$ cat config.mk
export PLATFORM = sky130hd
export DESIGN_NAME = pc_sequencer
export DESIGN_NICKNAME = d
export VERILOG_FILES = /design/src/rtl/pc_seq_pkg.sv /design/src/rtl/pc_sequencer_ret_stack.sv /design/src/rtl/pc_sequencer.sv
export SDC_FILE = /design/constraint.sdc
export NUM_CORES = 1
export LEC_CHECK = 0
export ABC_AREA = 1
export BUFFER_PORTS_ARGS = -buffer_cell sky130_fd_sc_hd__buf_2
export CORE_UTILIZATION = 49
export DETAILED_ROUTE_END_ITERATION = 12
export PLACE_DENSITY = 0.78
export SLEW_MARGIN = 20
export SYNTH_ARGS = -nofsm -noshare
export SYNTH_HDL_FRONTEND = slang
export SYNTH_SLANG_ARGS = --single-unit
$ cat constraint.sdc
create_clock -name clk -period 2.5 [get_ports clk]
set_clock_uncertainty 0.1 [all_clocks]
set_input_delay 0 -clock clk [delete_from_list [all_inputs] [get_ports clk]]
set_output_delay 0 -clock clk [all_outputs]
set_load 0.02 [all_outputs]
$ cat src/rtl/pc_seq_pkg.sv
// Shared types and constants for the program-counter sequencer.
// Holds the sequencer state encoding and the jump_cond opcodes decoded by the next-PC logic.
package pc_seq_pkg;

    typedef enum logic [1:0] {
        ST_IDLE  = 2'd0,
        ST_FETCH = 2'd1,
        ST_EXEC  = 2'd2,
        ST_ERR   = 2'd3
    } seq_state_t;

    localparam logic [3:0] COND_JEQ  = 4'b0001;
    localparam logic [3:0] COND_JNE  = 4'b0010;
    localparam logic [3:0] COND_CALL = 4'b0011;
    localparam logic [3:0] COND_RET  = 4'b0100;
    localparam logic [3:0] COND_JMP  = 4'b1111;

    // True when a plain (non-stack) transfer loads target_addr; unknown codes fall through to pc+1.
    function automatic logic branch_taken(input logic [3:0] cond, input logic zero);
        logic taken;
        taken = 1'b0;
        case (cond)
            COND_JMP: taken = 1'b1;
            COND_JEQ: taken = zero;
            COND_JNE: taken = ~zero;
            default:  taken = 1'b0;
        endcase
        return taken;
    endfunction

endpackage

$ cat src/rtl/pc_sequencer_ret_stack.sv
// Return-address LIFO for CALL/RET. Only the occupancy count is reset; entry contents persist.
// The top-of-stack word is read combinationally so a RET can load it into the PC in the same cycle.
module ret_stack #(
    parameter int ADDR_W = 8,
    parameter int DEPTH  = 4
) (
    input  logic              clk,
    input  logic              srst,
    input  logic              push_i,
    input  logic              pop_i,
    input  logic [ADDR_W-1:0] din_i,
    output logic [ADDR_W-1:0] dout_o,
    output logic              full_o,
    output logic              empty_o
);

    localparam int IDX_W = $clog2(DEPTH);
    localparam int CNT_W = IDX_W + 1;

    logic [CNT_W-1:0]  count_q;
    logic [CNT_W-1:0]  count_d;
    logic [ADDR_W-1:0] mem_q [DEPTH];
    logic [IDX_W-1:0]  wr_idx;
    logic [IDX_W-1:0]  rd_idx;

    assign wr_idx  = count_q[IDX_W-1:0];
    assign rd_idx  = wr_idx - IDX_W'(1);
    assign full_o  = (count_q == CNT_W'(DEPTH));
    assign empty_o = (count_q == '0);
    assign dout_o  = mem_q[rd_idx];

    always_comb begin
        count_d = count_q;
        if (push_i && !full_o) begin
            count_d = count_q + CNT_W'(1);
        end else if (pop_i && !empty_o) begin
            count_d = count_q - CNT_W'(1);
        end
    end

    always_ff @(posedge clk) begin
        if (srst) begin
            count_q <= '0;
        end else begin
            count_q <= count_d;
        end
    end

    always_ff @(posedge clk) begin
        if (push_i && !full_o) begin
            mem_q[wr_idx] <= din_i;
        end
    end

endmodule

$ cat src/rtl/pc_sequencer.sv
// Fetch/execute sequencer owning the 8-bit CPU program counter.
// Fetches over a req/ack handshake, waits for exec_done, then resolves the next PC.
module pc_sequencer
    import pc_seq_pkg::*;
#(
    parameter int ADDR_W    = 8,
    parameter int INSTR_W   = 16,
    parameter int RAS_DEPTH = 4
) (
    input  logic               clk,
    input  logic               reset,
    output logic               imem_req,
    output logic [ADDR_W-1:0]  imem_addr,
    input  logic               imem_ack,
    input  logic [INSTR_W-1:0] imem_rdata,
    output logic [INSTR_W-1:0] instr,
    output logic               instr_valid,
    input  logic               exec_done,
    input  logic               is_jump,
    input  logic [3:0]         jump_cond,
    input  logic [ADDR_W-1:0]  target_addr,
    input  logic               flag_z,
    output logic [ADDR_W-1:0]  pc,
    output logic               err_overflow,
    output logic               err_underflow
);

    seq_state_t         state_q;
    seq_state_t         state_d;
    logic [ADDR_W-1:0]  pc_q;
    logic [ADDR_W-1:0]  pc_d;
    logic [INSTR_W-1:0] instr_q;
    logic [INSTR_W-1:0] instr_d;
    logic               ovf_q;
    logic               ovf_d;
    logic               unf_q;
    logic               unf_d;

    logic               stk_push;
    logic               stk_pop;
    logic               stk_full;
    logic               stk_empty;
    logic [ADDR_W-1:0]  stk_dout;
    logic [ADDR_W-1:0]  pc_inc;

    // Natural wrap: 0xFF + 1 = 0x00, also used as the pushed return address.
    assign pc_inc = pc_q + ADDR_W'(1);

    ret_stack #(
        .ADDR_W (ADDR_W),
        .DEPTH  (RAS_DEPTH)
    ) u_ret_stack (
        .clk     (clk),
        .srst    (reset),
        .push_i  (stk_push),
        .pop_i   (stk_pop),
        .din_i   (pc_inc),
        .dout_o  (stk_dout),
        .full_o  (stk_full),
        .empty_o (stk_empty)
    );

    always_comb begin
        state_d  = state_q;
        pc_d     = pc_q;
        instr_d  = instr_q;
        ovf_d    = ovf_q;
        unf_d    = unf_q;
        stk_push = 1'b0;
        stk_pop  = 1'b0;
        case (state_q)
            ST_IDLE: begin
                state_d = ST_FETCH;
            end
            ST_FETCH: begin
                if (imem_ack) begin
                    instr_d = imem_rdata;
                    state_d = ST_EXEC;
                end
            end
            ST_EXEC: begin
                if (exec_done) begin
                    state_d = ST_FETCH;
                    pc_d    = pc_inc;
                    if (is_jump) begin
                        case (jump_cond)
                            COND_CALL: begin
                                if (stk_full) begin
                                    ovf_d   = 1'b1;
                                    state_d = ST_ERR;
                                    pc_d    = pc_q;
                                end else begin
                                    stk_push = 1'b1;
                                    pc_d     = target_addr;
                                end
                            end
                            COND_RET: begin
                                if (stk_empty) begin
                                    unf_d   = 1'b1;
                                    state_d = ST_ERR;
                                    pc_d    = pc_q;
                                end else begin
                                    stk_pop = 1'b1;
                                    pc_d    = stk_dout;
                                end
                            end
                            default: begin
                                if (branch_taken(jump_cond, flag_z)) begin
                                    pc_d = target_addr;
                                end
                            end
                        endcase
                    end
                end
            end
            ST_ERR: begin
                state_d = ST_ERR;
            end
            default: begin
                state_d = ST_IDLE;
            end
        endcase
    end

    always_ff @(posedge clk) begin
        if (reset) begin
            state_q <= ST_IDLE;
            pc_q    <= '0;
            instr_q <= '0;
            ovf_q   <= 1'b0;
            unf_q   <= 1'b0;
        end else begin
            state_q <= state_d;
            pc_q    <= pc_d;
            instr_q <= instr_d;
            ovf_q   <= ovf_d;
            unf_q   <= unf_d;
        end
    end

    assign imem_req      = (state_q == ST_FETCH);
    assign imem_addr     = pc_q;
    assign instr         = instr_q;
    assign instr_valid   = (state_q == ST_EXEC);
    assign pc            = pc_q;
    assign err_overflow  = ovf_q;
    assign err_underflow = unf_q;

`ifdef SIMULATION
    always_ff @(posedge clk) begin
        if (!reset) begin
            if (state_q == ST_EXEC && exec_done && state_d == ST_FETCH) begin
                $display("pc_sequencer: pc %h -> %h", pc_q, pc_d);
            end
            if (ovf_d && !ovf_q) begin
                $display("pc_sequencer: stack overflow on CALL at pc %h", pc_q);
            end
            if (unf_d && !unf_q) begin
                $display("pc_sequencer: stack underflow on RET at pc %h", pc_q);
            end
        end
    end
`endif

endmodule

==> impl_summary.log, run 1 <==
INFO  metric cp.required = 2620 ps
INFO  metric final_number_of_max_transition_violations = 0
INFO  metric syn_inst_count = 367
INFO  metric vias_in_the_first_global_route = 2807
INFO  metric layout.cells.non_filler = 544
INFO  metric grt_overflow = 0
INFO  metric postRouteWirelength = 7970 um
INFO  metric num_rows = 28
INFO  metric placed_insts = 499
INFO  metric path_buf_inv = 3
INFO  metric postCtsSetupBuffers = 0
INFO  metric floorplan.initialDensity = 51.5%
INFO  metric post-layout-total-power = 2.21 mW
INFO  metric ctsRootBufferMaster = sky130_fd_sc_hd__clkbuf_8
INFO  metric worst_slew_pin_slew = 694 ps
INFO  metric clock_sinks = 63
INFO  metric cts.reportedPaths.clkPinSlew = 70 ps
INFO  metric chipHeight = 81.3 um
INFO  metric critical_path.most_common_cell = sky130_fd_sc_hd__dlygate4sd3_1
INFO  metric first_iter_violations = 187
INFO  metric placeableCoreArea = 5990 um^2
INFO  metric grt_max_degree = 22
INFO  metric power_density = 565 nW/um^2
INFO  metric htree_levels = 3
INFO  metric vias = 2803
INFO  metric finalCriticalPeriod = 2080 ps
INFO  metric top_library_cells_by_usage_in_the_layout_fill_and_taps_aside = sky130_fd_sc_hd__nor2_1, sky130_fd_sc_hd__buf_2, sky130_fd_sc_hd__nand2_1, sky130_fd_sc_hd__inv_1, sky130_fd_sc_hd__edfxtp_1
INFO  metric antenna_violating_nets_post_route = 0
INFO  metric antennaDiodeCount = 0
INFO  metric min_period_over_period = 83.1%
INFO  metric rsz_0062_raised_after_global_routing = no
INFO  metric nets = 504
INFO  metric hold_ws = 81.5 ps
INFO  metric drt-vias-per-instance = 5.15
INFO  metric synth_area_per_cell = 8.40 um^2
INFO  metric die_area = 6620 um^2
INFO  metric antenna_found_initial = 0
INFO  metric post-route-drc-count = 0
INFO  metric p_leak = 1.82 nW
INFO  metric all_layer_gr_usage = 26.8%
INFO  metric fraction_of_layout_instances_using_a_drive_strength_above_1 = 24.9%
INFO  metric place.port_buffers = 69
INFO  metric finalHoldViolations = 0
INFO  metric tritoncts_clock_tree = yes
INFO  metric globalRoute.busiestLayer = met2
INFO  metric clockBufferDepth = 2
INFO  metric worst_ir_drop_vdd = 436 uV
INFO  metric groute.layer.met2.usage = 45.3%
INFO  metric ios = 70
INFO  metric cts_buffers = 9
INFO  metric layout_commonest_cell = sky130_fd_sc_hd__nor2_1
INFO  metric max_cap_violations = 0
INFO  metric wire_length_of_the_first_global_routing_pass = 13000 um
INFO  metric synth_fp_nets = 407
INFO  metric synthToLayoutAreaGrowth = 26.9%
INFO  metric synth-seq-area-share = 51.3%
INFO  metric slew_headroom = 53.5%
INFO  metric slowest_stage = sky130_fd_sc_hd__dlygate4sd3_1
INFO  metric gpl.final_weighted_congestion = 0.793
INFO  metric sort_of_element_at_the_start_of_the_critical_path = flip-flop
INFO  metric maxClockFrequency = 0.481 GHz
INFO  metric finalSetupTns = 0 ps
INFO  metric yosys_warnings = 0
INFO  metric hpwl = 4920 um
INFO  metric endpoint_kind = flip-flop
INFO  metric critical_path_arrival = 2200 ps
INFO  metric worstSkewPairLatency = 330 ps
INFO  metric netlist-cell-type-count = 32
INFO  metric synth_seq_cells = 63
INFO  metric timing.critical_path.fanout_max = 3
INFO  metric setup_viol_count_final = 0
INFO  metric holdCritPathClass = in2reg
INFO  metric run_status = finished, final reports clean
INFO  metric timing.critical_path.max_delay_family = buffers and inverters
INFO  metric syn-cell-area = 3080 um^2
INFO  metric die_width = 81.3 um
INFO  metric met1_usage = 31.3%
INFO  metric cp_cell_sequence = inv_2, nand2_2, o21ai_0, dlygate4sd3_1, a21oi_1, nor2_1, dlygate4sd3_1
INFO  metric wl_per_cell = 14.6 um
INFO  metric firstDrtPassIters = 5
INFO  metric cpPeakStageDelay = 560 ps
INFO  metric met3_usage = 5.96%
INFO  metric worst-setup-path-type = reg2reg
## synth_stat cells
cell / number / area (um^2)
sky130_fd_sc_hd__xor2_1: 6 / 52.6
sky130_fd_sc_hd__o21ai_0: 29 / 145
sky130_fd_sc_hd__ha_1: 6 / 75.1
sky130_fd_sc_hd__nand3_4: 1 / 17.5
sky130_fd_sc_hd__a31oi_1: 2 / 12.5
sky130_fd_sc_hd__nor4_1: 1 / 6.26
sky130_fd_sc_hd__nand3_1: 18 / 90.1
sky130_fd_sc_hd__nor2_4: 1 / 11.3
sky130_fd_sc_hd__nor2_8: 1 / 20.0
sky130_fd_sc_hd__inv_2: 6 / 22.5
sky130_fd_sc_hd__nand4_2: 1 / 12.5
sky130_fd_sc_hd__clkbuf_2: 1 / 5.00
sky130_fd_sc_hd__buf_4: 10 / 75.1
sky130_fd_sc_hd__nor2_1: 85 / 319
sky130_fd_sc_hd__a21oi_1: 15 / 75.1
sky130_fd_sc_hd__nand4_1: 4 / 25.0
sky130_fd_sc_hd__dfxtp_1: 31 / 621
sky130_fd_sc_hd__buf_12: 1 / 20.0
sky130_fd_sc_hd__o21ai_1: 3 / 15.0
sky130_fd_sc_hd__inv_4: 3 / 18.8
sky130_fd_sc_hd__inv_1: 34 / 128
sky130_fd_sc_hd__nand2_2: 5 / 31.3
sky130_fd_sc_hd__nand2_4: 2 / 22.5
sky130_fd_sc_hd__nor2_2: 5 / 31.3
sky130_fd_sc_hd__buf_1: 2 / 7.51
sky130_fd_sc_hd__buf_2: 4 / 20.0
sky130_fd_sc_hd__nor3_1: 1 / 5.00
sky130_fd_sc_hd__a211oi_1: 1 / 7.51
sky130_fd_sc_hd__nand2_1: 52 / 195
sky130_fd_sc_hd__a21oi_2: 3 / 26.3
sky130_fd_sc_hd__edfxtp_1: 32 / 961
sky130_fd_sc_hd__nand3_2: 1 / 10.0
## what timing repair did
action,4_1_cts,5_1_grt
endpoints found under the hold margin,29,0
hold buffers,29,0
gates resized for setup,0,0
## power by group
group          internal, mW  switching (mW)
Sequential             1.11          0.0196
Combinational         0.105           0.158
Clock                 0.442           0.375
Total                  1.66           0.553
## per-stage QoR
step | instance area, um^2 | utilization, % | worst slack, ps
floorplan | 3080 | - | 149
global placement | 3440 | 57.4 | 533
detailed placement | 3440 | 57.4 | 434
CTS | 3910 | 65.3 | 419
global route | 3910 | 65.3 | 190
finish | 3910 | 65.3 | 423
## final cells by class
cell class | instances | area [um^2]
Clock buffer | 15 | 176
Multi-Input combinational cell | 243 | 1210
Fill cell | 463 | 2080
Timing Repair Buffer | 104 | 681
Inverter | 43 | 169
Tap cell | 75 | 93.8
Sequential cell | 63 | 1580
Clock inverter | 1 | 5.00
## path summary, 6_finish.rpt
check,startpoint,endpoint,slack (ps),cells past startpoint
max,state_q[0]$_SDFFE_PP0P_,state_q[1]$_SDFFE_PP0P_,420,7
min,is_jump,imem_addr[0]$_SDFFE_PP0P_,80,5
max reg2reg,state_q[0]$_SDFFE_PP0P_,state_q[1]$_SDFFE_PP0P_,420,7
min reg2reg,err_overflow$_SDFFE_PP0P_,err_overflow$_SDFFE_PP0P_,370,2
## worst register-to-register path, cell delays in order, from the launching register on
cell	delay (ps)
sky130_fd_sc_hd__dfxtp_1	340
sky130_fd_sc_hd__inv_2	50
sky130_fd_sc_hd__nand2_2	120
sky130_fd_sc_hd__o21ai_0	80
sky130_fd_sc_hd__dlygate4sd3_1	550
sky130_fd_sc_hd__a21oi_1	120
sky130_fd_sc_hd__nor2_1	50
sky130_fd_sc_hd__dlygate4sd3_1	560
## cells by family (layout without fill, tap and decap cells)
family                     after synthesis  in the layout  share of synthesized area (%)
and+or+nand+nor                        178            178                           25.8
DFF                                     63             63                           51.3
buffers and inverters                   61            163                           9.61
AOI/OAI and AO/OA                       53             53                           9.13
adders and majority gates                6              6                           2.43
xor gates and xnor gates                 6              6                           1.70
## state kept, by name, indices dropped and copies added, names as in the netlist
register	flops
err_overflow	1
err_underflow	1
imem_addr	8
instr	16
state_q	2
u_ret_stack.count_q	3
u_ret_stack.mem_q	32
## routing by layer
| layer | vias up | routed length, um | share of wire, % |
|---|---|---|---|
| met4 | 0 | 271 | 3.4 |
| met5 | - | 0 | 0 |
| met1 | 1298 | 3320 | 42 |
| met2 | 111 | 3940 | 49 |
| li1 | 1371 | - | - |
| met3 | 23 | 437 | 5.5 |
(Power assumes the default switching activity.)
==> run 2, diff against run 1 <==
==> constraint.sdc (replaced) <==
create_clock -name clk -period 1.75 [get_ports clk]
set_clock_uncertainty 0.1 [all_clocks]
set_input_delay 0 -clock clk [delete_from_list [all_inputs] [get_ports clk]]
set_output_delay 0 -clock clk [all_outputs]
set_load 0.02 [all_outputs]
==> impl_summary.log, run 2 (synthesis results as in run 1) <==
INFO  metric tritoncts_clock_tree = yes
INFO  metric reg2reg_from = u_ret_stack.count_q[1]$_SDFFE_PP0P_
INFO  metric run_status = finished, final reports clean
INFO  metric rr_worst_depth = 10 (+3)
INFO  metric destination_of_the_worst_hold_path = imem_addr[0]$_SDFFE_PP0P_
INFO  metric finalHoldViolations = 0 (unchanged)
INFO  metric first_iter_violations = 274 (+47%)
INFO  metric p_leak = 1.88 nW (+3.3%)
INFO  metric top_library_cells_by_usage_in_the_layout_fill_and_taps_aside = sky130_fd_sc_hd__nor2_1, sky130_fd_sc_hd__buf_2, sky130_fd_sc_hd__nand2_1, sky130_fd_sc_hd__inv_1, sky130_fd_sc_hd__edfxtp_1
INFO  metric all_layer_gr_usage = 26.1% (-0.71 points)
INFO  metric cts_buffers = 9 (unchanged)
INFO  metric gpl.final_weighted_congestion = 0.930 (+17%)
INFO  metric antenna_violating_nets_post_route = 0 (unchanged)
INFO  metric min_period_over_period = 98.5% (+15 points)
INFO  metric num_rows = 28 (unchanged)
INFO  metric wl_per_cell = 14.8 um (+0.81%)
INFO  metric wire_length_of_the_first_global_routing_pass = 12700 um (-2.0%)
INFO  metric final_number_of_max_transition_violations = 0 (unchanged)
INFO  metric ios = 70 (unchanged)
INFO  metric ff_to_ff_setup_slack = 30 ps (-400 ps)
INFO  metric critical_path_arrival = 1850 ps (-350 ps)
INFO  metric grt_overflow = 0 (unchanged)
INFO  metric groute.layer.met2.usage = 44.3% (-1.1 points)
INFO  metric grt_max_degree = 22 (unchanged)
INFO  metric placeableCoreArea = 5990 um^2 (unchanged)
INFO  metric clock_sinks = 63 (unchanged)
INFO  metric drt-vias-per-instance = 5.14 (-0.23%)
INFO  metric sort_of_element_at_the_start_of_the_critical_path = flip-flop
INFO  metric finalCriticalPeriod = 1720 ps (-354 ps)
INFO  metric post-layout-total-power = 3.26 mW (+48%)
INFO  metric firstDrtPassIters = 4 (-1)
INFO  metric clockBufferDepth = 2 (unchanged)
INFO  metric globalRoute.busiestLayer = met2
INFO  metric vias_in_the_first_global_route = 2653 (-5.5%)
INFO  metric layout_commonest_cell = sky130_fd_sc_hd__nor2_1
INFO  metric met3_usage = 6.29% (+0.34 points)
INFO  metric vias = 2853 (+1.8%)
INFO  metric worst_slew_pin_slew = 506 ps (-188 ps)
INFO  metric holdCritPathClass = in2reg
INFO  metric antenna_found_initial = 0 (unchanged)
INFO  metric layout.cells.non_filler = 555 (+2.0%)
INFO  metric chipHeight = 81.3 um (unchanged)
INFO  metric placed_insts = 507 (+1.6%)
INFO  metric htree_levels = 3 (unchanged)
INFO  metric cts.reportedPaths.clkPinSlew = 70 ps (about the same)
INFO  metric critical_path.most_common_cell = sky130_fd_sc_hd__nand3_1
INFO  metric maxClockFrequency = 0.580 GHz (+21%)
INFO  metric met1_usage = 32.0% (+0.76 points)
INFO  metric die_area = 6620 um^2 (unchanged)
INFO  metric worstHoldStart = is_jump
INFO  metric largest_register_ff_count = 32 (unchanged)
INFO  metric place.port_buffers = 69 (unchanged)
INFO  metric power_density = 800 nW/um^2 (+42%)
INFO  metric max_flop_register = u_ret_stack.mem_q
INFO  metric cp_cell_sequence = inv_2, ha_4, buf_4, nand3_1, nand3_1, nand2_1, inv_1, nand3_1, nand2_1, a21oi_2
INFO  metric timing.critical_path.fanout_max = 6 (+3)
INFO  metric place_area = 3550 um^2 (+3.3%)
INFO  metric path_buf_inv = 3 (unchanged)
INFO  metric slew_headroom = 66.2% (+13 points)
INFO  metric worst_hold_path.num_cells = 5 (unchanged)
INFO  metric max_cap_violations = 0 (unchanged)
INFO  metric cp.required = 1870 ps (-750 ps)
INFO  metric worst_ir_drop_vdd = 664 uV (+52%)
INFO  metric worstReg2RegEnd = imem_addr[1]$_SDFFE_PP0P_
INFO  metric nets = 515 (+2.2%)
INFO  metric post-route-drc-count = 0 (unchanged)
INFO  metric floorplan.initialDensity = 51.5% (unchanged)
INFO  metric slowest_stage = sky130_fd_sc_hd__dfxtp_1
INFO  metric die_width = 81.3 um (unchanged)
INFO  metric endpoint_kind = flip-flop
INFO  metric worst-setup-path-type = reg2reg
INFO  metric timing.critical_path.max_delay_family = simple AND/OR/NAND/NOR gates
INFO  metric setup_viol_count_final = 0 (unchanged)
INFO  metric final_design_area_no_fill = 4070 um^2 (+4.1%)
INFO  metric ctsRootBufferMaster = sky130_fd_sc_hd__clkbuf_8
INFO  metric worstSkewPairLatency = 340 ps (about the same)
INFO  metric hpwl = 4990 um (+1.5%)
INFO  metric synthToLayoutAreaGrowth = 32.0%
INFO  metric cpPeakStageDelay = 340 ps (-220 ps)
INFO  metric postRouteWirelength = 8200 um (+2.8%)
INFO  metric antennaDiodeCount = 0 (unchanged)
INFO  metric fraction_of_layout_instances_using_a_drive_strength_above_1 = 29.4% (+4.4 points)
run 2: cell count changes in the layout (fill, tap and decap cells not counted), moves of 2 or more:
cell	before	now
sky130_fd_sc_hd__clkbuf_8	12	9
sky130_fd_sc_hd__clkbuf_1	3	0
sky130_fd_sc_hd__nand2_4	2	4
sky130_fd_sc_hd__ha_1	6	4
sky130_fd_sc_hd__dfxtp_1	31	29
sky130_fd_sc_hd__inv_1	34	32
sky130_fd_sc_hd__clkinvlp_4	0	2
sky130_fd_sc_hd__buf_4	6	17
sky130_fd_sc_hd__dfxtp_2	0	2
sky130_fd_sc_hd__inv_6	0	2
run 2: layout make-up:
type                       count  area (um^2)
fill                         428         1920
sequential                    63         1580
multi-input combinational    244         1270
timing repair buffer         114          753
inverter                      43          174
clock buffer                   9          124
tap                           75         93.8
clock inverter                 7         72.6
run 2: worst register-to-register path, cell delays in order, from the launching register on:
cell,delay (ps)
sky130_fd_sc_hd__dfxtp_1,340
sky130_fd_sc_hd__inv_2,60
sky130_fd_sc_hd__ha_4,330
sky130_fd_sc_hd__buf_4,160
sky130_fd_sc_hd__nand3_1,90
sky130_fd_sc_hd__nand3_1,100
sky130_fd_sc_hd__nand2_1,60
sky130_fd_sc_hd__inv_1,70
sky130_fd_sc_hd__nand3_1,120
sky130_fd_sc_hd__nand2_1,120
sky130_fd_sc_hd__a21oi_2,50
run 2: worst max path at each step:
stage	start	end	slack, ps	cells past startpoint
after floorplan	u_ret_stack.count_q[0]$_SDFFE_PP0P_	u_ret_stack.count_q[2]$_SDFFE_PP0P_	-130	12
after global placement	state_q[1]$_SDFFE_PP0P_	u_ret_stack.count_q[2]$_SDFFE_PP0P_	110	9
after detailed placement	state_q[1]$_SDFFE_PP0P_	u_ret_stack.count_q[2]$_SDFFE_PP0P_	30	9
after CTS	state_q[1]$_SDFFE_PP0P_	u_ret_stack.count_q[2]$_SDFFE_PP0P_	30	9
after global routing	u_ret_stack.count_q[1]$_SDFFE_PP0P_	imem_addr[1]$_SDFFE_PP0P_	-40	10
final	u_ret_stack.count_q[1]$_SDFFE_PP0P_	imem_addr[1]$_SDFFE_PP0P_	30	10
run 2: power by group:
part           internal (mW)  switching (mW)
sequential              1.58          0.0264
clock                  0.659           0.600
combinational          0.157           0.234
run 2: timing repair:
action / in CTS / in global routing
resized for setup: 0 / 6
setup endpoints to repair: 0 / 17
setup buffers: 0 / 3
endpoints found under the hold margin: 29 / 0
hold buffers: 28 / 0
run 2: per-stage QoR:
step | hold slack [ps] | setup WS (ps) | TNS, ps | utilization [%]
2_1_floorplan | 34.9 | -134 | -2480 | -
3_3_place_gp | 121 | 112 | 0 | 59.3
3_5_place_dp | 129 | 33.3 | 0 | 59.3
4_1_cts | 73.8 | 31.6 | 0 | 67.3
5_1_grt | 131 | -39.5 | -39.5 | 68.0
6_report | 71.3 | 26.9 | 0 | 68.0
run 2: per-layer routing:
layer	vias to the layer above	part of all wire [%]	wire length, um
met2	129	50	4120
met4	0	2.6	211
met3	21	6.3	513
met5	-	0	0
li1	1398	-	-
met1	1305	41	3350
==> run 3, diff against run 2 <==
--- a/config.mk
+++ b/config.mk
@@ -7,9 +7,9 @@
 export LEC_CHECK = 0
 export ABC_AREA = 1
 export BUFFER_PORTS_ARGS = -buffer_cell sky130_fd_sc_hd__buf_2
-export CORE_UTILIZATION = 49
+export CORE_UTILIZATION = 55
 export DETAILED_ROUTE_END_ITERATION = 12
-export PLACE_DENSITY = 0.78
+export PLACE_DENSITY = 0.83
 export SLEW_MARGIN = 20
 export SYNTH_ARGS = -nofsm -noshare
 export SYNTH_HDL_FRONTEND = slang
==> constraint.sdc (replaced) <==
create_clock -name clk -period 2.1 [get_ports clk]
set_clock_uncertainty 0.1 [all_clocks]
set_input_delay 0 -clock clk [delete_from_list [all_inputs] [get_ports clk]]
set_output_delay 0 -clock clk [all_outputs]
set_load 0.02 [all_outputs]
==> impl_summary.log, run 3 (synthesis results as in run 1) <==
INFO  metric path_buf_inv = 2 (-1)
INFO  metric sort_of_element_at_the_start_of_the_critical_path = flip-flop
INFO  metric power_density = 719 nW/um^2 (-10%)
INFO  metric min_period_over_period = 92.6% (-5.9 points)
INFO  metric cts_buffers = 9 (unchanged)
INFO  metric grt_overflow = 0 (unchanged)
INFO  metric gpl.final_weighted_congestion = 0.885 (-4.9%)
INFO  metric layout_commonest_cell = sky130_fd_sc_hd__nor2_1
INFO  metric place_area = 3480 um^2 (-2.1%)
INFO  metric slowest_stage = sky130_fd_sc_hd__dfxtp_2
INFO  metric largest_register_ff_count = 32 (unchanged)
INFO  metric wire_length_of_the_first_global_routing_pass = 13300 um (+4.6%)
INFO  metric worst_ir_drop_vdd = 890 uV (+34%)
INFO  metric finalCriticalPeriod = 1940 ps (+221 ps)
INFO  metric final_number_of_max_transition_violations = 0 (unchanged)
INFO  metric cts.reportedPaths.clkPinSlew = 70 ps (about the same)
INFO  metric worstSkewPairLatency = 340 ps (about the same)
INFO  metric num-fill-cells = 322 (-25%)
INFO  metric maxClockFrequency = 0.514 GHz (-11%)
INFO  metric top_library_cells_by_usage_in_the_layout_fill_and_taps_aside = sky130_fd_sc_hd__nor2_1, sky130_fd_sc_hd__buf_2, sky130_fd_sc_hd__nand2_1, sky130_fd_sc_hd__inv_1, sky130_fd_sc_hd__edfxtp_1
INFO  metric critical_path_arrival = 2080 ps (+230 ps)
INFO  metric setup_viol_count_final = 0 (unchanged)
INFO  metric all_layer_gr_usage = 29.6% (+3.5 points)
INFO  metric nets = 507 (-1.6%)
INFO  metric drt-vias-per-instance = 5.29 (+2.9%)
INFO  metric first_iter_violations = 266 (-2.9%)
INFO  metric chipHeight = 76.9 um (-5.5%)
INFO  metric antenna_found_initial = 0 (unchanged)
INFO  metric grt_max_degree = 22 (unchanged)
INFO  metric hpwl = 4860 um (-2.6%)
INFO  metric antenna_violating_nets_post_route = 0 (unchanged)
INFO  metric num_rows = 26 (-7.1%)
INFO  metric placed_insts = 498 (-1.8%)
INFO  metric synthToLayoutAreaGrowth = 29.3%
INFO  metric finalSetupTns = 0 ps (unchanged)
INFO  metric ctsRootBufferMaster = sky130_fd_sc_hd__clkbuf_8
INFO  metric p_leak = 1.86 nW (-1.2%)
INFO  metric worst_slew_pin_slew = 589 ps (+82.5 ps)
INFO  metric holdCritPathClass = in2reg
INFO  metric postCtsSetupBuffers = 0 (unchanged)
INFO  metric max_cap_violations = 0 (unchanged)
INFO  metric run_status = finished, final reports clean
INFO  metric timing.critical_path.max_delay_family = simple AND/OR/NAND/NOR gates
INFO  metric placeableCoreArea = 5240 um^2 (-13%)
INFO  metric cpPeakStageDelay = 380 ps (+40 ps)
INFO  metric layout.cells.non_filler = 542 (-2.3%)
INFO  metric worst-setup-path-type = reg2reg
INFO  metric rsz_0062_raised_after_global_routing = no
INFO  metric clock_sinks = 63 (unchanged)
INFO  metric place.port_buffers = 69 (unchanged)
INFO  metric cp.required = 2240 ps (+370 ps)
INFO  metric timing.critical_path.fanout_max = 7 (+1)
INFO  metric final_design_area_no_fill = 3990 um^2 (-2.1%)
INFO  metric ios = 70 (unchanged)
INFO  metric cp_cell_sequence = inv_1, ha_1, nand2_1, nand4_4, xor2_1, ha_1, inv_1, nand4_1, a21oi_1, nor2_1
INFO  metric finalHoldViolations = 0 (unchanged)
INFO  metric htree_levels = 3 (unchanged)
INFO  metric postRouteWirelength = 8220 um (+0.24%)
INFO  metric floorplan.initialDensity = 58.9% (+7.4 points)
INFO  metric vias_in_the_first_global_route = 2847 (+7.3%)
INFO  metric endpoint_kind = flip-flop
INFO  metric die_width = 76.9 um (-5.5%)
INFO  metric slew_headroom = 60.6% (-5.6 points)
INFO  metric firstDrtPassIters = 5 (+1)
INFO  metric vias = 2866 (+0.46%)
INFO  metric max_flop_register = u_ret_stack.mem_q
INFO  metric wl_per_cell = 15.2 um (+2.6%)
INFO  metric fraction_of_layout_instances_using_a_drive_strength_above_1 = 26.7% (-2.7 points)
INFO  metric post-route-drc-count = 0 (unchanged)
INFO  metric die_area = 5910 um^2 (-11%)
INFO  metric antennaDiodeCount = 0 (unchanged)
INFO  metric clockBufferDepth = 2 (unchanged)
INFO  metric tritoncts_clock_tree = yes
==> run 3: cell types whose count changed in the layout (fill, tap and decap cells not counted), sizes merged <==
cell      change
buf           -7
bufinv        +1
clkinv        -3
clkinvlp      -1
inv           +3
nand3         -1
==> run 3: path summary, 6_finish.rpt <==
check	startpoint	endpoint	slack [ps]	cells after the start
min reg2reg	err_overflow$_SDFFE_PP0P_	err_overflow$_SDFFE_PP0P_	400	2
max reg2reg	u_ret_stack.count_q[1]$_SDFFE_PP0P_	u_ret_stack.count_q[2]$_SDFFE_PP0P_	160	10
min	is_jump	imem_addr[0]$_SDFFE_PP0P_	60	5
max	u_ret_stack.count_q[1]$_SDFFE_PP0P_	u_ret_stack.count_q[2]$_SDFFE_PP0P_	160	10
==> run 3: final cells by class <==
type	instances	area, um^2	area share [%]
Sequential cell	63	1580	39.7
Multi-Input combinational cell	243	1220	30.6
Timing Repair Buffer	107	701	17.6
Inverter	43	169	4.24
Clock buffer	9	124	3.11
Clock inverter	7	103	2.57
Tap cell	70	87.6	2.20
==> run 3: per-layer routing <==
metal / part of all wire, % / GRT usage, %
met1: 40 / 34.8
met2: 50 / 51.7
met3: 6.1 / 4.17
met4: 3.6 / 16.5
met5: 0 / 0
==> run 3: where the power goes <==
group	total, mW	leakage (nW)	switching (mW)	internal [mW]
sequential	1.34	0.554	0.0233	1.32
combinational	0.321	1.19	0.195	0.126
clock	1.21	0.111	0.521	0.684
total	2.87	1.86	0.739	2.13
==> run 3: per-stage QoR <==
| stage | total power, mW | hold WS (ps) | utilization (%) | worst slack (ps) |
|---|---|---|---|---|
| CTS | 2.85 | 50.8 | 76.1 | 98.4 |
| global placement | 1.62 | 120 | 66.4 | 219 |
| floorplan | 1.54 | 34.9 | - | 18.4 |
| detailed placement | 1.63 | 130 | 66.4 | 111 |
| global route | 2.95 | 93.2 | 76.1 | 11.8 |
| finish | 2.87 | 61.6 | 76.1 | 156 |
==> run 3: worst min-delay path, delay by kind of cell <==
| kind | cells | cell delay [ps] |
|---|---|---|
| buffers and inverters | 2 | 210 |
| AND/OR/NAND/NOR | 3 | 250 |
==> run 3: timing repair <==
item,4_1_cts,5_1_grt
hold buffers,28,0
resized for setup,0,1
hold endpoints to repair,29,0
setup endpoints to repair,0,1
